File: src/rtl/odesa_pkg.sv
// Shared definitions for the ODESA neuron datapath.
//  - default widths for the summed contribution and the membrane potential
//  - 2-bit neuron state encodings
//  - saturation ceiling of the potential at its default width
package odesa_pkg;

  localparam int SUM_WIDTH_DEF = 16;
  localparam int POT_WIDTH_DEF = 20;

  localparam logic [1:0] ST_IDLE = 2'd0;  // potential is zero
  localparam logic [1:0] ST_ACC  = 2'd1;  // potential is non-zero, integrating
  localparam logic [1:0] ST_FIRE = 2'd2;  // single spike cycle
  localparam logic [1:0] ST_REFR = 2'd3;  // refractory, input blocked

  localparam logic [POT_WIDTH_DEF-1:0] POT_SAT_MAX = '1;

endpackage

File: src/rtl/neuron_leak_sat.sv
// Combinational next-potential computation for one neuron.
//  pot       in   current membrane potential
//  sum       in   contribution to add (zero-extended)
//  tick      in   apply one leak step this cycle
//  accept    in   add sum this cycle
//  pot_next  out  pot - leak + sum, clamped to [0, 2^P_POT_WIDTH-1]
// Leak is pot >> P_LEAK_SHIFT, raised to 1 whenever pot is non-zero so a small
// potential still decays to zero. Leak never exceeds pot, so the subtraction
// cannot underflow; only the addition needs a carry bit for saturation.
module neuron_leak_sat #(
  parameter int P_SUM_WIDTH  = 16,
  parameter int P_POT_WIDTH  = 20,
  parameter int P_LEAK_SHIFT = 4
) (
  input  logic [P_POT_WIDTH-1:0] pot,
  input  logic [P_SUM_WIDTH-1:0] sum,
  input  logic                   tick,
  input  logic                   accept,
  output logic [P_POT_WIDTH-1:0] pot_next
);

  localparam int EXT_W = P_POT_WIDTH + 1;

  logic [P_POT_WIDTH-1:0] shifted;
  logic [P_POT_WIDTH-1:0] leak;
  logic [P_POT_WIDTH-1:0] leaked;
  logic [EXT_W-1:0]       total;

  // NOTE: every signal written here gets a default first, so no path leaves it
  // unassigned and no latch is inferred.
  always_comb begin
    shifted = pot >> P_LEAK_SHIFT;
    leak    = '0;
    if (tick && (pot != '0)) begin
      leak = (shifted == '0) ? P_POT_WIDTH'(1) : shifted;
    end
    leaked   = pot - leak;
    total    = {1'b0, leaked} + (accept ? EXT_W'(sum) : EXT_W'(0));
    pot_next = total[P_POT_WIDTH] ? '1 : total[P_POT_WIDTH-1:0];
  end

endmodule

File: src/rtl/neuron_potential_accum.sv
// Membrane-potential integrator for one ODESA neuron.
//  i_clk / i_rst_n      clock, synchronous active-low reset
//  i_sum_valid / i_sum  contribution from the CSA weight adder
//  o_sum_ready          contribution accepted when high (low in FIRE/REFR)
//  i_leak_tick          decay strobe from the global timebase
//  i_threshold          firing threshold, compared on each accepted sum
//  o_potential          registered membrane potential
//  o_spike              1-cycle spike pulse (state FIRE)
//  o_refrac             high for P_REFRAC_CYC cycles after a spike
//  o_spike_cnt          wrapping count of spikes since reset
// Threshold is only evaluated on accept, so leak-only cycles never fire.
module neuron_potential_accum
  import odesa_pkg::*;
#(
  parameter int P_SUM_WIDTH  = SUM_WIDTH_DEF,
  parameter int P_POT_WIDTH  = POT_WIDTH_DEF,
  parameter int P_LEAK_SHIFT = 4,
  parameter int P_REFRAC_CYC = 8,
  parameter int P_CNT_WIDTH  = 16
) (
  input  logic                   i_clk,
  input  logic                   i_rst_n,
  input  logic                   i_sum_valid,
  input  logic [P_SUM_WIDTH-1:0] i_sum,
  output logic                   o_sum_ready,
  input  logic                   i_leak_tick,
  input  logic [P_POT_WIDTH-1:0] i_threshold,
  output logic [P_POT_WIDTH-1:0] o_potential,
  output logic                   o_spike,
  output logic                   o_refrac,
  output logic [P_CNT_WIDTH-1:0] o_spike_cnt
);

  // Wide enough to hold P_REFRAC_CYC; one bit minimum when refractory is off.
  localparam int RC_W = (P_REFRAC_CYC < 1) ? 1 : $clog2(P_REFRAC_CYC + 1);

  logic [1:0]             state;
  logic [RC_W-1:0]        refrac_cnt;
  logic [P_POT_WIDTH-1:0] pot;
  logic [P_POT_WIDTH-1:0] pot_next;
  logic [P_CNT_WIDTH-1:0] spike_cnt;
  logic                   accept;
  logic                   fire;

  neuron_leak_sat #(
    .P_SUM_WIDTH (P_SUM_WIDTH),
    .P_POT_WIDTH (P_POT_WIDTH),
    .P_LEAK_SHIFT(P_LEAK_SHIFT)
  ) u_leak_sat (
    .pot     (pot),
    .sum     (i_sum),
    .tick    (i_leak_tick),
    .accept  (accept),
    .pot_next(pot_next)
  );

  assign o_sum_ready = (state == ST_IDLE) || (state == ST_ACC);
  assign accept      = i_sum_valid && o_sum_ready;
  assign fire        = accept && (pot_next >= i_threshold);

  assign o_potential = pot;
  assign o_spike     = (state == ST_FIRE);
  assign o_refrac    = (state == ST_REFR);
  assign o_spike_cnt = spike_cnt;

  // NOTE: state registers use non-blocking assignments so every register
  // samples the pre-edge values, independent of statement order.
  always_ff @(posedge i_clk) begin
    if (!i_rst_n) begin
      state      <= ST_IDLE;
      pot        <= '0;
      refrac_cnt <= '0;
      spike_cnt  <= '0;
    end else begin
      case (state)
        ST_IDLE, ST_ACC: begin
          pot <= pot_next;
          if (fire) begin
            state     <= ST_FIRE;
            spike_cnt <= spike_cnt + P_CNT_WIDTH'(1);
          end else if (pot_next == '0) begin
            state <= ST_IDLE;
          end else begin
            state <= ST_ACC;
          end
        end
        ST_FIRE: begin
          // The crossing potential is shown for exactly the spike cycle.
          pot <= '0;
          if (P_REFRAC_CYC == 0) begin
            state <= ST_IDLE;
          end else begin
            state      <= ST_REFR;
            refrac_cnt <= RC_W'(P_REFRAC_CYC);
          end
        end
        ST_REFR: begin
          pot        <= '0;
          refrac_cnt <= refrac_cnt - RC_W'(1);
          if (refrac_cnt == RC_W'(1)) begin
            state <= ST_IDLE;
          end
        end
        default: state <= ST_IDLE;
      endcase
    end
  end

endmodule

File: config.mk
export PLATFORM = sky130hd
export DESIGN_NAME = neuron_potential_accum
export DESIGN_NICKNAME = d
export VERILOG_FILES = /design/src/rtl/odesa_pkg.sv /design/src/rtl/neuron_leak_sat.sv /design/src/rtl/neuron_potential_accum.sv
export SDC_FILE = /design/constraint.sdc
export NUM_CORES = 1
export LEC_CHECK = 0
export BUFFER_PORTS_ARGS = -buffer_cell sky130_fd_sc_hd__buf_4
export CORE_ASPECT_RATIO = 1.2
export CORE_UTILIZATION = 63
export CTS_BUF_LIST = sky130_fd_sc_hd__clkbuf_8
export CTS_CLUSTER_SIZE = 20
export DETAILED_ROUTE_END_ITERATION = 8
export PLACE_DENSITY = 0.89
export SLEW_MARGIN = 20
export SYNTH_ARGS = -nofsm -noshare
export SYNTH_HDL_FRONTEND = slang
export SYNTH_HIERARCHICAL = 1
export SYNTH_SLANG_ARGS = --single-unit
File: constraint.sdc
create_clock -name i_clk -period 12.65 [get_ports i_clk]
set_input_delay 2.53 -clock i_clk [delete_from_list [all_inputs] [get_ports i_clk]]
set_output_delay 2.53 -clock i_clk [all_outputs]
set_load 0.01 [all_outputs]
==> impl_metrics.ini <==
[status]
status = completed

[logic_synthesis]
ys_ff_latch = 42
synth.top_cells.by_count = 58 x a21oi_1, 58 x ha_1, 52 x nand2_1, 42 x dfxtp_1, 42 x inv_1
syn-cell-area_um2 = 4360
ys_seq_area_share_pct = 19.3
synth_area_leader_cell = dfxtp_1
yosys-top-cells-area = dfxtp_1 19%, ha_1 17%, a21oi_1 6.7%
synth_flop_cell = dfxtp_1
syn_inst = 564
yosysWarnings = 6
avgSynthCellArea_um2 = 7.73
synth_cell_types = 69
async_reset_ff_share_pct = 0
synth_top_area_share_pct = 19.3
synth_edf_count = 0
syn_nets = 664

[floorplan]
start_util_pct = 66.4
pin_count = 79
chipWidth_um = 78.0
coreArea_um2 = 6570
fp.dieH_um = 93.1
fp.dieArea_um2 = 7260
num_rows = 32

[clock_tree]
clk_pin_slew_ns = 0.08
post-cts-setup-buffer-count = 0
cts_resized = 0
cts_tree = yes
cts_sinks = 42
clockBufferDepth = 2
clk_latency_ns = 0.31
cts_hold_buf = 0
h-tree-depth = 2
root_buffer = clkbuf_8
cts_buffers = 5

[detailed_routing]
drtPass1Iterations = 5
routed_wl_um = 11700
drc = 0
wire_per_inst_um = 16.3
antenna_left = 0
vias = 4509
vias_per_cell = 6.30
drtIter0Drc = 273

[placed_design]
place_area_um2 = 4960
io_buffers = 78
dp_hpwl_um = 9170
gp_congestion = 1.08
dpl_worst_slack_ns = 3.26

[critical_path]
worst-path-buf-inv = 4
end_kind = flip-flop
crit_family = compound AO/OA/AOI/OAI gates
r2r_cells = 29
critical_path_class = input port to flip-flop
slowest_delay_ns = 0.76
r2r_slack_ns = 4.78
critPathMaxFanout = 30
slowest_stage = o2111a_1
crit_required_ns = 12.87
r2r_start = o_potential[16]$_SDFF_PP0_
arrival_ns = 9.34
start_kind = input port
r2r_end = o_spike_cnt[1]$_SDFFE_PN0P_

[global_routing]
grt.total_usage_pct = 34.1
grt_overflow = 0
grt_pass1_vias = 4354
grt_max_degree = 31
grt_pass1_wl_um = 19900
grt_antenna_before_repair = 0

[layout]
drive_gt1_share_pct = 18.1
nFillCells = 493
area_delta_synth_final_pct = 15.9
n_antenna_cell = 0
nets = 730
stdcell_area_um2 = 5050

[timing]
maxSlewViolCount = 0
tightest_slew_ns = 0.967
finalHoldViolations = 0
finalClockSkew_ns = 0.00638
hold_ws_ns = 0.478
fin_tns_setup_ns = 0
period_minus_slack_ns = 9.12
finalSetupViolations = 0
slew_headroom_pct = 35.4
setup_ws_ns = 3.53
fin_crit_sh_pct = 72.1
grt_setup_unrepaired = false
timing.fmax_mhz = 110

[min_path]
holdPathEnd = o_spike_cnt[15]$_SDFFE_PN0P_
worstHoldStart = o_spike_cnt[15]$_SDFFE_PN0P_
hp-class = flip-flop to flip-flop
holdPathStages = 2

[run]
maxCapViolations = 0
## layout by cell type (no fill, tap or decap), types with 3 or more instances in the layout
| master | Yosys | layout |
|---|---|---|
| o31ai_1 | 12 | 12 |
| o21a_1 | 7 | 7 |
| o211ai_1 | 4 | 4 |
| nor2_1 | 23 | 23 |
| mux2i_1 | 5 | 5 |
| o21bai_1 | 6 | 6 |
| a2111oi_0 | 3 | 3 |
| xnor2_1 | 16 | 16 |
| and3_1 | 24 | 24 |
| clkbuf_8 | 0 | 6 |
| nor3_1 | 12 | 12 |
| nor4_1 | 11 | 11 |
| buf_4 | 1 | 79 |
| ha_1 | 58 | 58 |
| o21ai_0 | 20 | 20 |
| a21oi_1 | 58 | 58 |
| or4_1 | 11 | 11 |
| dfxtp_1 | 42 | 42 |
| or3_1 | 4 | 4 |
| xor2_1 | 9 | 9 |
| a31oi_1 | 3 | 3 |
| nand3_1 | 13 | 13 |
| inv_1 | 42 | 43 |
| nand4_1 | 11 | 11 |
| and2_1 | 19 | 19 |
| nand2_1 | 52 | 52 |
| a221oi_1 | 3 | 3 |
| nand2b_1 | 14 | 14 |
| nor2b_1 | 6 | 6 |
| nand2_2 | 10 | 10 |
## logic make-up (layout without fill, tap and decap cells)
logic type,after synthesis,after routing,share of synthesized area [%]
buffers and inverters,63,130,5.94
DFF,42,42,19.3
AOI/OAI and AO/OA,143,143,21.6
muxes,6,6,1.41
xor gates and xnor gates,26,26,5.39
and+or+nand+nor,224,224,28.9
adders and majority gates,60,60,17.6
## metrics by stage
step                      utilization [%]  instances
after floorplan                         -        564
after global placement               75.6        708
after detailed placement             75.6        708
after CTS                            77.0        716
after global routing                 77.0        716
final                                77.0        716
## how the worst max path moves through the flow
| stage | from | endpoint | slack (ns) | cells after the start |
|---|---|---|---|---|
| 2_1_floorplan | i_leak_tick | o_spike_cnt[4]$_SDFFE_PN0P_ | 4.27 | 28 |
| 3_3_place_gp | i_leak_tick | state[1]$_SDFFE_PN0P_ | 3.60 | 30 |
| 3_5_place_dp | i_leak_tick | o_spike_cnt[1]$_SDFFE_PN0P_ | 3.26 | 30 |
| 4_1_cts | i_leak_tick | o_spike_cnt[1]$_SDFFE_PN0P_ | 3.59 | 30 |
| 5_1_grt | i_leak_tick | o_spike_cnt[0]$_SDFFE_PN0P_ | 2.94 | 30 |
| 6_report | i_leak_tick | o_spike_cnt[1]$_SDFFE_PN0P_ | 3.53 | 30 |
## sequential cells by signal, summed over array words and instances (netlist names)
signal,cells
o_spike_cnt,16
o_potential,20
refrac_cnt,4
state,2
## worst register-to-register path, delay by kind of cell, from the launching register on
| family | cells | cell delay [ns] |
|---|---|---|
| AOI/OAI and AO/OA | 11 | 3.23 |
| adders and majority gates | 3 | 0.92 |
| buffers and inverters | 2 | 0.26 |
| xor gates and xnor gates | 1 | 0.12 |
| and+or+nand+nor | 12 | 2.86 |
| DFF | 1 | 0.41 |
## cell type report
| type | instances | area (µm²) | area share (%) |
|---|---|---|---|
| Tap cell | 85 | 106 | 2.10 |
| Sequential cell | 42 | 841 | 16.6 |
| Timing Repair Buffer | 79 | 593 | 11.7 |
| Inverter | 43 | 161 | 3.19 |
| Multi-Input combinational cell | 459 | 3260 | 64.5 |
| Clock buffer | 6 | 82.6 | 1.63 |
| Clock inverter | 2 | 8.76 | 0.173 |
## layer usage
layer | routed length (µm) | vias up | GRT usage [%]
met1 | 4680 | 2087 | 39.2
met4 | 337 | 0 | 13.3
met5 | 0 | - | 0
met2 | 5990 | 203 | 64.2
li1 | - | 2185 | -
met3 | 687 | 34 | 3.41
Power is not shown: default switching activity piles up to over one toggle a cycle in this logic, so the estimate is an artifact.
